[config.mk]
export PLATFORM = sky130hd
export DESIGN_NAME = multi_pulse_gen
export DESIGN_NICKNAME = d
export VERILOG_FILES = /design/src/rtl/pulse_gen_pkg.sv /design/src/rtl/pulse_gen_chan.sv /design/src/rtl/multi_pulse_gen.sv
export SDC_FILE = /design/constraint.sdc
export NUM_CORES = 2
export LEC_CHECK = 0
export ABC_AREA = 1
export CORE_ASPECT_RATIO = 0.75
export CORE_MARGIN = 1
export CORE_UTILIZATION = 50
export CTS_CLUSTER_DIAMETER = 150
export DETAILED_ROUTE_END_ITERATION = 10
export PLACE_DENSITY = 0.66
export SLEW_MARGIN = 20
export SYNTH_ARGS = -nofsm -noshare
export SYNTH_HDL_FRONTEND = slang
export SYNTH_SLANG_ARGS = --single-unit
[constraint.sdc]
create_clock -name io_clk -period 3.1 [get_ports io_clk]
set_input_delay 0.31 -clock io_clk [delete_from_list [all_inputs] [get_ports io_clk]]
set_output_delay 0.31 -clock io_clk [all_outputs]
set_load 0.03 [all_outputs]
[src/rtl/pulse_gen_pkg.sv]
// Shared types and constants for multi_pulse_gen.
// Covers the channel FSM state encoding, the config register select encoding and the
// default counter width.
package pulse_gen_pkg;

    // Default width of every timing counter and config register
    localparam int unsigned CntWDefault = 32;

    // Width of the channel select field on the config port
    localparam int unsigned CfgChW = 4;

    // Per-channel sequencer states
    typedef enum logic [1:0] {
        StIdle   = 2'd0,
        StDelay  = 2'd1,
        StActive = 2'd2,
        StGap    = 2'd3
    } chan_state_e;

    // Config register select encodings
    typedef enum logic [1:0] {
        CfgDelay = 2'd0,
        CfgWidth = 2'd1,
        CfgGap   = 2'd2,
        CfgCount = 2'd3
    } cfg_sel_e;

endpackage

[src/rtl/pulse_gen_chan.sv]
// One pulse channel: IDLE -> DELAY -> ACTIVE -> GAP -> ACTIVE ... -> IDLE.
// All outputs are registered.
// The config is captured into a shadow set on trigger, so later config writes do not
// disturb a running sequence.
// Optional build macro PULSEGEN_RETRIG_EN: a trigger while busy reloads the shadow set and
// restarts the sequence at DELAY. The cut sequence produces no done pulse.
module pulse_gen_chan
    import pulse_gen_pkg::*;
#(
    parameter int unsigned CNT_W = CntWDefault
) (
    input  logic             clk_i,
    input  logic             rst_ni,
    input  logic             trig_i,
    input  logic             abort_i,
    input  logic [CNT_W-1:0] cfg_delay_i,
    input  logic [CNT_W-1:0] cfg_width_i,
    input  logic [CNT_W-1:0] cfg_gap_i,
    input  logic [CNT_W-1:0] cfg_count_i,
    input  logic             default_level_i,
    output logic             pulse_o,
    output logic             busy_o,
    output logic             done_o
);

`ifdef PULSEGEN_RETRIG_EN
    localparam bit RetrigEn = 1'b1;
`else
    localparam bit RetrigEn = 1'b0;
`endif

    chan_state_e      state_q, state_d;
    logic [CNT_W-1:0] timer_q, timer_d;
    logic [CNT_W-1:0] pulses_q, pulses_d;
    logic             inf_q, inf_d;
    logic [CNT_W-1:0] sh_width_q, sh_width_d;
    logic [CNT_W-1:0] sh_gap_q, sh_gap_d;
    logic             pulse_q, pulse_d;
    logic             busy_q, busy_d;
    logic             done_q, done_d;
    logic             out_vld_q;

    logic             start_req;
    logic             last_tick;

    // Down-count that sticks at zero instead of wrapping
    function automatic logic [CNT_W-1:0] sat_dec(input logic [CNT_W-1:0] v);
        sat_dec = (v == '0) ? v : v - CNT_W'(1);
    endfunction

    // Trigger is accepted only with a non-zero width, and only from IDLE unless
    // retriggering is enabled
    assign start_req = trig_i && (cfg_width_i != '0) && ((state_q == StIdle) || RetrigEn);

    // Current phase ends this cycle; a zero GAP still spends one cycle in GAP
    assign last_tick = (timer_q <= CNT_W'(1));

    // Next-state, counter and shadow-set update
    always_comb begin
        state_d    = state_q;
        timer_d    = timer_q;
        pulses_d   = pulses_q;
        inf_d      = inf_q;
        sh_width_d = sh_width_q;
        sh_gap_d   = sh_gap_q;
        done_d     = 1'b0;

        if (abort_i) begin
            // Abort beats a coincident trigger and never signals done
            state_d  = StIdle;
            timer_d  = '0;
            pulses_d = '0;
        end else if (start_req) begin
            sh_width_d = cfg_width_i;
            sh_gap_d   = cfg_gap_i;
            pulses_d   = cfg_count_i;
            inf_d      = (cfg_count_i == '0);
            if (cfg_delay_i == '0) begin
                state_d = StActive;
                timer_d = cfg_width_i;
            end else begin
                state_d = StDelay;
                timer_d = cfg_delay_i;
            end
        end else begin
            unique case (state_q)
                StIdle: begin
                    timer_d = '0;
                end
                StDelay: begin
                    if (last_tick) begin
                        state_d = StActive;
                        timer_d = sh_width_q;
                    end else begin
                        timer_d = sat_dec(timer_q);
                    end
                end
                StActive: begin
                    if (last_tick) begin
                        if (!inf_q && (pulses_q <= CNT_W'(1))) begin
                            // Last pulse: straight to IDLE, no trailing gap
                            state_d  = StIdle;
                            done_d   = 1'b1;
                            timer_d  = '0;
                            pulses_d = '0;
                        end else begin
                            state_d = StGap;
                            timer_d = sh_gap_q;
                            if (!inf_q) begin
                                pulses_d = sat_dec(pulses_q);
                            end
                        end
                    end else begin
                        timer_d = sat_dec(timer_q);
                    end
                end
                StGap: begin
                    if (last_tick) begin
                        state_d = StActive;
                        timer_d = sh_width_q;
                    end else begin
                        timer_d = sat_dec(timer_q);
                    end
                end
                default: begin
                    state_d = StIdle;
                end
            endcase
        end
    end

    // Registered outputs follow the next state; level changes land one cycle later
    always_comb begin
        pulse_d = (state_d == StActive) ^ default_level_i;
        busy_d  = (state_d != StIdle);
    end

    // Channel state, counters, shadow set and output registers
    always_ff @(posedge clk_i or negedge rst_ni) begin
        if (!rst_ni) begin
            state_q    <= StIdle;
            timer_q    <= '0;
            pulses_q   <= '0;
            inf_q      <= 1'b0;
            sh_width_q <= '0;
            sh_gap_q   <= '0;
            pulse_q    <= 1'b0;
            busy_q     <= 1'b0;
            done_q     <= 1'b0;
            out_vld_q  <= 1'b0;
        end else begin
            state_q    <= state_d;
            timer_q    <= timer_d;
            pulses_q   <= pulses_d;
            inf_q      <= inf_d;
            sh_width_q <= sh_width_d;
            sh_gap_q   <= sh_gap_d;
            pulse_q    <= pulse_d;
            busy_q     <= busy_d;
            done_q     <= done_d;
            out_vld_q  <= 1'b1;
        end
    end

    // The idle level cannot be a reset value, so bypass the output flop until it has
    // been loaded once after reset
    assign pulse_o = (rst_ni && out_vld_q) ? pulse_q : default_level_i;
    assign busy_o  = busy_q;
    assign done_o  = done_q;

endmodule

[src/rtl/multi_pulse_gen.sv]
// Multi-channel programmable pulse generator.
// Holds the per-channel config registers and write decode. Each channel's sequencer lives
// in pulse_gen_chan.
// Optional build macro PULSEGEN_RETRIG_EN enables restart-on-retrigger in every channel.
module multi_pulse_gen
    import pulse_gen_pkg::*;
#(
    parameter int unsigned NUM_CH = 4,
    parameter int unsigned CNT_W  = CntWDefault
) (
    input  logic              io_clk,
    input  logic              io_rst_n,
    input  logic [NUM_CH-1:0] io_trig,
    input  logic [NUM_CH-1:0] io_abort,
    input  logic              io_cfgWe,
    input  logic [3:0]        io_cfgCh,
    input  logic [1:0]        io_cfgSel,
    input  logic [CNT_W-1:0]  io_cfgData,
    input  logic [NUM_CH-1:0] io_defaultLevel,
    output logic [NUM_CH-1:0] io_pulseOut,
    output logic [NUM_CH-1:0] io_busy,
    output logic [NUM_CH-1:0] io_done
);

    logic [NUM_CH-1:0][CNT_W-1:0] cfg_delay_q, cfg_delay_d;
    logic [NUM_CH-1:0][CNT_W-1:0] cfg_width_q, cfg_width_d;
    logic [NUM_CH-1:0][CNT_W-1:0] cfg_gap_q, cfg_gap_d;
    logic [NUM_CH-1:0][CNT_W-1:0] cfg_count_q, cfg_count_d;
    cfg_sel_e                     cfg_sel;

    assign cfg_sel = cfg_sel_e'(io_cfgSel);

    // Config write decode; a channel index at or above NUM_CH matches nothing
    always_comb begin
        cfg_delay_d = cfg_delay_q;
        cfg_width_d = cfg_width_q;
        cfg_gap_d   = cfg_gap_q;
        cfg_count_d = cfg_count_q;
        for (int unsigned c = 0; c < NUM_CH; c++) begin
            if (io_cfgWe && (io_cfgCh == CfgChW'(c))) begin
                unique case (cfg_sel)
                    CfgDelay: cfg_delay_d[c] = io_cfgData;
                    CfgWidth: cfg_width_d[c] = io_cfgData;
                    CfgGap:   cfg_gap_d[c]   = io_cfgData;
                    CfgCount: cfg_count_d[c] = io_cfgData;
                    default:  ;
                endcase
            end
        end
    end

    // Config register file
    always_ff @(posedge io_clk or negedge io_rst_n) begin
        if (!io_rst_n) begin
            cfg_delay_q <= '0;
            cfg_width_q <= '0;
            cfg_gap_q   <= '0;
            cfg_count_q <= '0;
        end else begin
            cfg_delay_q <= cfg_delay_d;
            cfg_width_q <= cfg_width_d;
            cfg_gap_q   <= cfg_gap_d;
            cfg_count_q <= cfg_count_d;
        end
    end

    for (genvar g = 0; g < NUM_CH; g++) begin : gen_chan
        pulse_gen_chan #(
            .CNT_W (CNT_W)
        ) u_chan (
            .clk_i           (io_clk),
            .rst_ni          (io_rst_n),
            .trig_i          (io_trig[g]),
            .abort_i         (io_abort[g]),
            .cfg_delay_i     (cfg_delay_q[g]),
            .cfg_width_i     (cfg_width_q[g]),
            .cfg_gap_i       (cfg_gap_q[g]),
            .cfg_count_i     (cfg_count_q[g]),
            .default_level_i (io_defaultLevel[g]),
            .pulse_o         (io_pulseOut[g]),
            .busy_o          (io_busy[g]),
            .done_o          (io_done[g])
        );
    end

endmodule

# Word level (Yosys, flattened, before mapping)
# Cells that the tools add are included.
dict set report word_totals {
  word_cells 306
  regBits 1049
  out_inout_bits 12
  inputBits 53
}
dict set report classes {
  addsub 8
  reduce_logical 87
  eq_ne 30
  n_mux 112
  n_bitwise 8
  n_lt_le_gt_ge 8
}
# op n
set op_table {}
lappend op_table {{$mux 32} 56}
lappend op_table {{$logic_not 32->1} 16}
lappend op_table {{$pmux 32 s3} 4}
lappend op_table {{$le 32x1->1 const B} 8}
lappend op_table {{$sub 32x1->32 const B} 8}
lappend op_table {{$reduce_bool 32->1} 4}
lappend op_table {{$mux 2} 24}
lappend op_table {{$reduce_and 2->1} 20}
lappend op_table {{$eq 2x2->1 const B} 14}
lappend op_table {{$mux 1} 24}
lappend op_table {{$reduce_bool 3->1} 8}
lappend op_table {{$logic_and 1x1->1} 17}
lappend op_table {{$ne 4x2->1 const B} 4}
lappend op_table {{$ne 4x4->1 const B} 4}
lappend op_table {{$pmux 2 s2} 4}
lappend op_table {{$reduce_and 4->1} 4}
lappend op_table {{$eq 2x1->1 const B} 5}
lappend op_table {{$logic_not 2->1} 5}
lappend op_table {{$eq 4x2->1 const B} 2}
lappend op_table {{$reduce_bool 2->1} 4}
lappend op_table {{$reduce_or 2->1} 4}
lappend op_table {{$eq 4x1->1 const B} 1}
lappend op_table {{$logic_not 1->1} 4}
lappend op_table {{$logic_not 4->1} 1}
lappend op_table {{other kinds (2)} 8}

# Logic depth before layout (Yosys ltp)
dict set report depth {
  depth_word 9
  mapped_depth 15
  depth_no_buf 15
}

# By module
# From an unflattened synthesis, not the netlist that was laid out.
dict set report unflattened {
  hier_cells 7360
  area_unflattened_um2 54577.3
}
# mod seq_area_each_um2 cells_each area_each_um2 n_inst
set modules_own_cells {}
lappend modules_own_cells {multi_pulse_gen 12812.3 2314 20676.1 1}
lappend modules_own_cells {{pulse_gen_chan at gen_chan[1].u_chan ...} 3378.2 1252 8383.0 2}
lappend modules_own_cells {{pulse_gen_chan at gen_chan[0].u_chan} 3378.2 1294 8715.9 1}
lappend modules_own_cells {{pulse_gen_chan at gen_chan[3].u_chan} 3378.2 1248 8419.3 1}

# Least setup slack after synthesis
# No wires, ideal clock.
dict set report synth_path {
  kind {reg-to-reg}
  from {register gen_chan[3].u_chan.pulses_q[0]}
  to {register gen_chan[3].u_chan.pulses_q[31]}
  n_path_buf 1
  setup_slack_ps 1155
  t_required_ps 2982
  stages_incl_launch_ff 13
  arrival_time_ps 1828
  synth_period_minus_slack_ps 1945
  setup_ps 118
  cell_sequence {dfrtp_1 inv_1 ha_1 inv_1 nand2_1 nand3_1 nor2_1 nand4_2 nand3_1 clkbuf_1 nor2_1 a21oi_1 nor2_1}
}
dict set report synth_between {
  elab_chain_cells 8
  word_cells_on_any_way 14
  cone_classes {add/sub: 1; order compare: 1; eq/ne: 2; mux: 7; reduce/logical: 3}
}
# item line_no
set synth_rtl {}
lappend synth_rtl {{start: declaration} pulse_gen_chan.sv:34} ;# logic [CNT_W-1:0] pulses_q, pulses_d;
lappend synth_rtl {{start signal: assignment} pulse_gen_chan.sv:154} ;# pulses_q <= pulses_d;
lappend synth_rtl {{$sub 32x1->32} pulse_gen_chan.sv:48} ;# sat_dec = (v == '0) ? v : v - CNT_W'(1);
lappend synth_rtl {{$mux 32} pulse_gen_chan.sv:48}
lappend synth_rtl {{$mux 32} pulse_gen_chan.sv:109} ;# if (!inf_q) begin
lappend synth_rtl {{$mux 32} pulse_gen_chan.sv:100} ;# if (!inf_q && (pulses_q <= CNT_W'(1))) begin
lappend synth_rtl {{$mux 32} pulse_gen_chan.sv:99} ;# if (last_tick) begin
lappend synth_rtl {{$mux 32} pulse_gen_chan.sv:86} ;# unique case (state_q)
lappend synth_rtl {{$mux 32} pulse_gen_chan.sv:73} ;# end else if (start_req) begin
lappend synth_rtl {{$mux 32} pulse_gen_chan.sv:68} ;# if (abort_i) begin
# Several ways; a longest one is shown, not always the timed one. The select of a mux whose other input is x is not followed.
# A chain may end at the register's enable or synchronous reset.

# Worst setup path in the final report
dict set report layout_path {
  from {register gen_chan[2].u_chan.pulses_q[1]}
  to {register gen_chan[2].u_chan.timer_q[18]}
}
dict set report layout_between {
  elab_chain_cells 7
}
# item line_no
set layout_rtl {}
lappend layout_rtl {{start: declaration} pulse_gen_chan.sv:34}
lappend layout_rtl {{start signal: assignment} pulse_gen_chan.sv:154}
lappend layout_rtl {{$le 32x1->1} pulse_gen_chan.sv:100}
lappend layout_rtl {{$logic_and 1x1->1} pulse_gen_chan.sv:100}
lappend layout_rtl {{$mux 32} pulse_gen_chan.sv:100}
lappend layout_rtl {{$mux 32} pulse_gen_chan.sv:99}
lappend layout_rtl {{$pmux 32 s3} pulse_gen_chan.sv:86}
lappend layout_rtl {{$mux 32} pulse_gen_chan.sv:73}
lappend layout_rtl {{$mux 32} pulse_gen_chan.sv:68}
lappend layout_rtl {{net gen_chan[2].u_chan.timer_d[18]} pulse_gen_chan.sv:33} ;# logic [CNT_W-1:0] timer_q, timer_d;
lappend layout_rtl {{end signal: assignment} pulse_gen_chan.sv:153} ;# timer_q <= timer_d;
lappend layout_rtl {{end: declaration} pulse_gen_chan.sv:33}
# The timed path passes the listed nets, and every way through them passes these cells.

==> impl_metrics.json <==
{
  "grt_pass1_wl_mm": 261,
  "cts_root_buf": "clkbuf_16",
  "wl_met1_mm": 78.2,
  "synth_warnings": 0,
  "initial_core_util_pct": 50.6,
  "setup_violations": 0,
  "final_core_util_pct": 56.2,
  "layout_min_cycle_time_ps": 2940,
  "grt_overflow_total": 0,
  "synth_cells": 6892,
  "cp_max_fo": 11,
  "yosysSeqAreaShare_pct": 50.1,
  "fin_crit_sh_pct": 94.8,
  "htree_levels": 3,
  "fin_skew_ps": 26.7,
  "register_area_um2": 26300,
  "dp_hpwl_mm": 111,
  "arrival_ps": 3530,
  "hold_path.class": "primary input to asynchronous set/reset pin",
  "outcome": "finished, final reports clean",
  "synth_top_cell_area_share_pct": 50.1,
  "tritoncts.num_buffers": 103,
  "crit_path_end_kind": "flip-flop",
  "routabilityCongestion": 0.970,
  "syn-mean-instance-area_um2": 7.61,
  "wl_per_cell_um": 20.0,
  "viasPerCell": 5.56,
  "ios": 65,
  "yosysTopAreaCell": "dfrtp_1",
  "critPathKind": "flip-flop to flip-flop",
  "path_clk_slew_ps": 60,
  "power.density_nw_per_um2": 1060,
  "max_freq_mhz": 340,
  "cts_max_path_buffers": 3,
  "dp_slack_ps": 199,
  "grt_usage_pct": 31.9,
  "vias": 46700,
  "drt_first_iter_violations": 5726,
  "cts_sinks": 1049,
  "syn-cell-area_um2": 52400,
  "cap_viol_max_count": 0,
  "slew_headroom_pct": 24.3,
  "cts_tree": "built",
  "max_stage_delay_ps": 520,
  "core_area_um2": 104000,
  "port_buffers": 64,
  "grt_pass1_vias": 42800,
  "drt-pass1-iter-count": 7,
  "fin_setup_tns_ps": 0,
  "synthTopCellsByArea": "dfrtp_1 (50%), nand2_1 (17%), o21ai_0 (8.1%)",
  "vdd_drop_max_v": 0.000648,
  "multiInputGateArea_um2": 23000,
  "antenna_found_initial": 15,
  "worstSetupStartpointType": "flip-flop",
  "drive_above_1_share_pct": 7.27,
  "ys_types": 55,
  "setup_ws_ps": 162,
  "fp.dieW_um": 376,
  "wirelength_mm": 168,
  "wl_met3_mm": 17.7,
  "holdWs_ps": 23.3,
  "startpoint": "gen_chan[2].u_chan.pulses_q[1]",
  "rows": 102,
  "drv_slew": 0,
  "antenna_left": 0,
  "path_common_cell": "nand2_1",
  "worstPathCellList": "inv_1 > ha_1 > inv_1 > nand2_1 > nand3_1 > nor2_1 > inv_1 > nor2_1 > nand2_1 > nand2_1 > o21ai_0 > nand2_1 > a21oi_1",
  "synth_nets": 6965,
  "grt_max_degree": 164,
  "insertion_delay_ps": 720,
  "rsz0062_at_grt": "false",
  "ys_ff_latch": 1049,
  "route.met2.wl_mm": 68.7,
  "hold_violations": 0,
  "crit_buf_inv": 3,
  "slowest_stage": "nand2_1",
  "fin_nets": 6973,
  "r2r_start": "gen_chan[2].u_chan.pulses_q[1]",
  "dieArea_um2": 106000,
  "path_delay_family": "simple AND/OR/NAND/NOR gates",
  "worst_slew_pin_slew_ps": 1130,
  "fillCellCount": 9797,
  "die_y_um": 282,
  "syn_to_final_growth_pct": 11.0,
  "required_ps": 3690,
  "cellLeakagePower_nw": 28.7,
  "top_layer_used": "met4",
  "drc": 0
}
-- synthesized netlist by cell type (all sizes together) --
library cell / n
a211o: 1
a21boi: 1
a21oi: 167
a31oi: 5
and3: 3
buf: 120
clkbuf: 209
clkinv: 1
conb: 1
dfrtp: 1049
ha: 20
inv: 442
nand2: 2366
nand3: 372
nand3b: 12
nand4: 60
nor2: 812
nor2b: 1
nor3: 36
nor3b: 2
nor4: 36
o211ai: 48
o21a: 15
o21ai: 949
o21bai: 1
o22ai: 8
o31ai: 8
or2: 11
or3: 1
xnor2: 32
xor2: 103
-- layout make-up --
type	instances	share of cell area [%]
Sequential cell	1049	45.1
Multi-Input combinational cell	5071	39.5
Clock buffer	149	5.26
Timing Repair Buffer	232	3.56
Tap cell	1404	3.02
Inverter	443	2.87
Clock inverter	40	0.643
Antenna cell	6	0.0258
-- power by group --
part           total [mW]  switching [mW]  internal (mW)  leakage [nW]
Clock                12.9            5.66           7.28          1.70
Combinational        28.6            19.7           8.96          12.9
Sequential           20.1            2.97           17.1          14.1
-- through the flow --
step,power [mW],instances,instance area [um^2]
2_1_floorplan,39.8,6892,52400
3_3_place_gp,47.8,8198,54700
3_5_place_dp,48.1,8198,54700
4_1_cts,61.2,8388,58200
5_1_grt,66.0,8389,58200
6_report,61.6,8394,58200
-- what timing repair did --
action                    in CTS  in global routing
hold endpoints to repair     360                  0
resized for setup              0                  0
buffers inserted               0                  0
hold buffers                   1                  0
-- registers in the layout, summed over array words and instances (netlist names), 4 cells and up --
name and count:
gen_chan.u_chan.sh_gap_q 128, cfg_delay_q 128, gen_chan.u_chan.timer_q 128, gen_chan.u_chan.state_q 8, gen_chan.u_chan.pulses_q 128, gen_chan.u_chan.pulse_q 4
gen_chan.u_chan.inf_q 4, cfg_gap_q 128, gen_chan.u_chan.busy_o 4, cfg_count_q 128, gen_chan.u_chan.sh_width_q 128, cfg_width_q 128
gen_chan.u_chan.done_o 4
-- per-layer routing --
metal	vias up	GRT usage (%)
met5	-	0
met1	22300	50.3
met4	0	6.66
met3	220	6.58
met2	1995	44.7
li1	22100	-
-- worst paths after layout --
| kind | endpoint | slack (ps) | cells past startpoint |
|---|---|---|---|
| setup / recovery | gen_chan[2].u_chan.timer_q[18] | 160 | 13 |
| hold / removal | gen_chan[1].u_chan.sh_gap_q[5] | 20 | 2 |
| setup reg to reg | gen_chan[2].u_chan.timer_q[18] | 160 | 13 |
| hold reg to reg | gen_chan[0].u_chan.sh_gap_q[15] | 470 | 2 |
| max in group asynchronous | gen_chan[2].u_chan.sh_gap_q[14] | 1340 | 4 |
| min in group io_clk | gen_chan[0].u_chan.pulse_q | 140 | 3 |
-- kinds of logic (layout without fill, tap and decap cells) --
group | after synthesis | in the layout | share of synthesized area, %
other | 1 | 7 | 0.00715
AO/OA/AOI/OAI | 1203 | 1203 | 12.1
adder cells (fa/ha/maj) | 20 | 20 | 0.477
AND/OR/NAND/NOR | 3712 | 3712 | 29.0
XOR/XNOR | 135 | 135 | 2.26
flip-flops | 1049 | 1049 | 50.1
buffers and inverters | 772 | 864 | 6.15
-- layout by cell type (no fill, tap or decap), types with 18 or more instances in the layout --
master and count:
clkinv_2 22, nand4_1 54, nor2_2 59, dfrtp_1 1049
clkbuf_1 18, o211ai_1 48, a21oi_1 151, nand3_1 372
ha_1 20, clkbuf_16 106, clkdlybuf4s50_1 59, nand2_2 29
nand2_1 2335, o21ai_0 846, nor4_1 35, clkbuf_8 25
buf_4 157, nor2_1 736, nor3_1 34, inv_1 424
o21ai_1 98, xor2_1 103, xnor2_1 32
No activity file was read; power rests on OpenSTA's default activity.
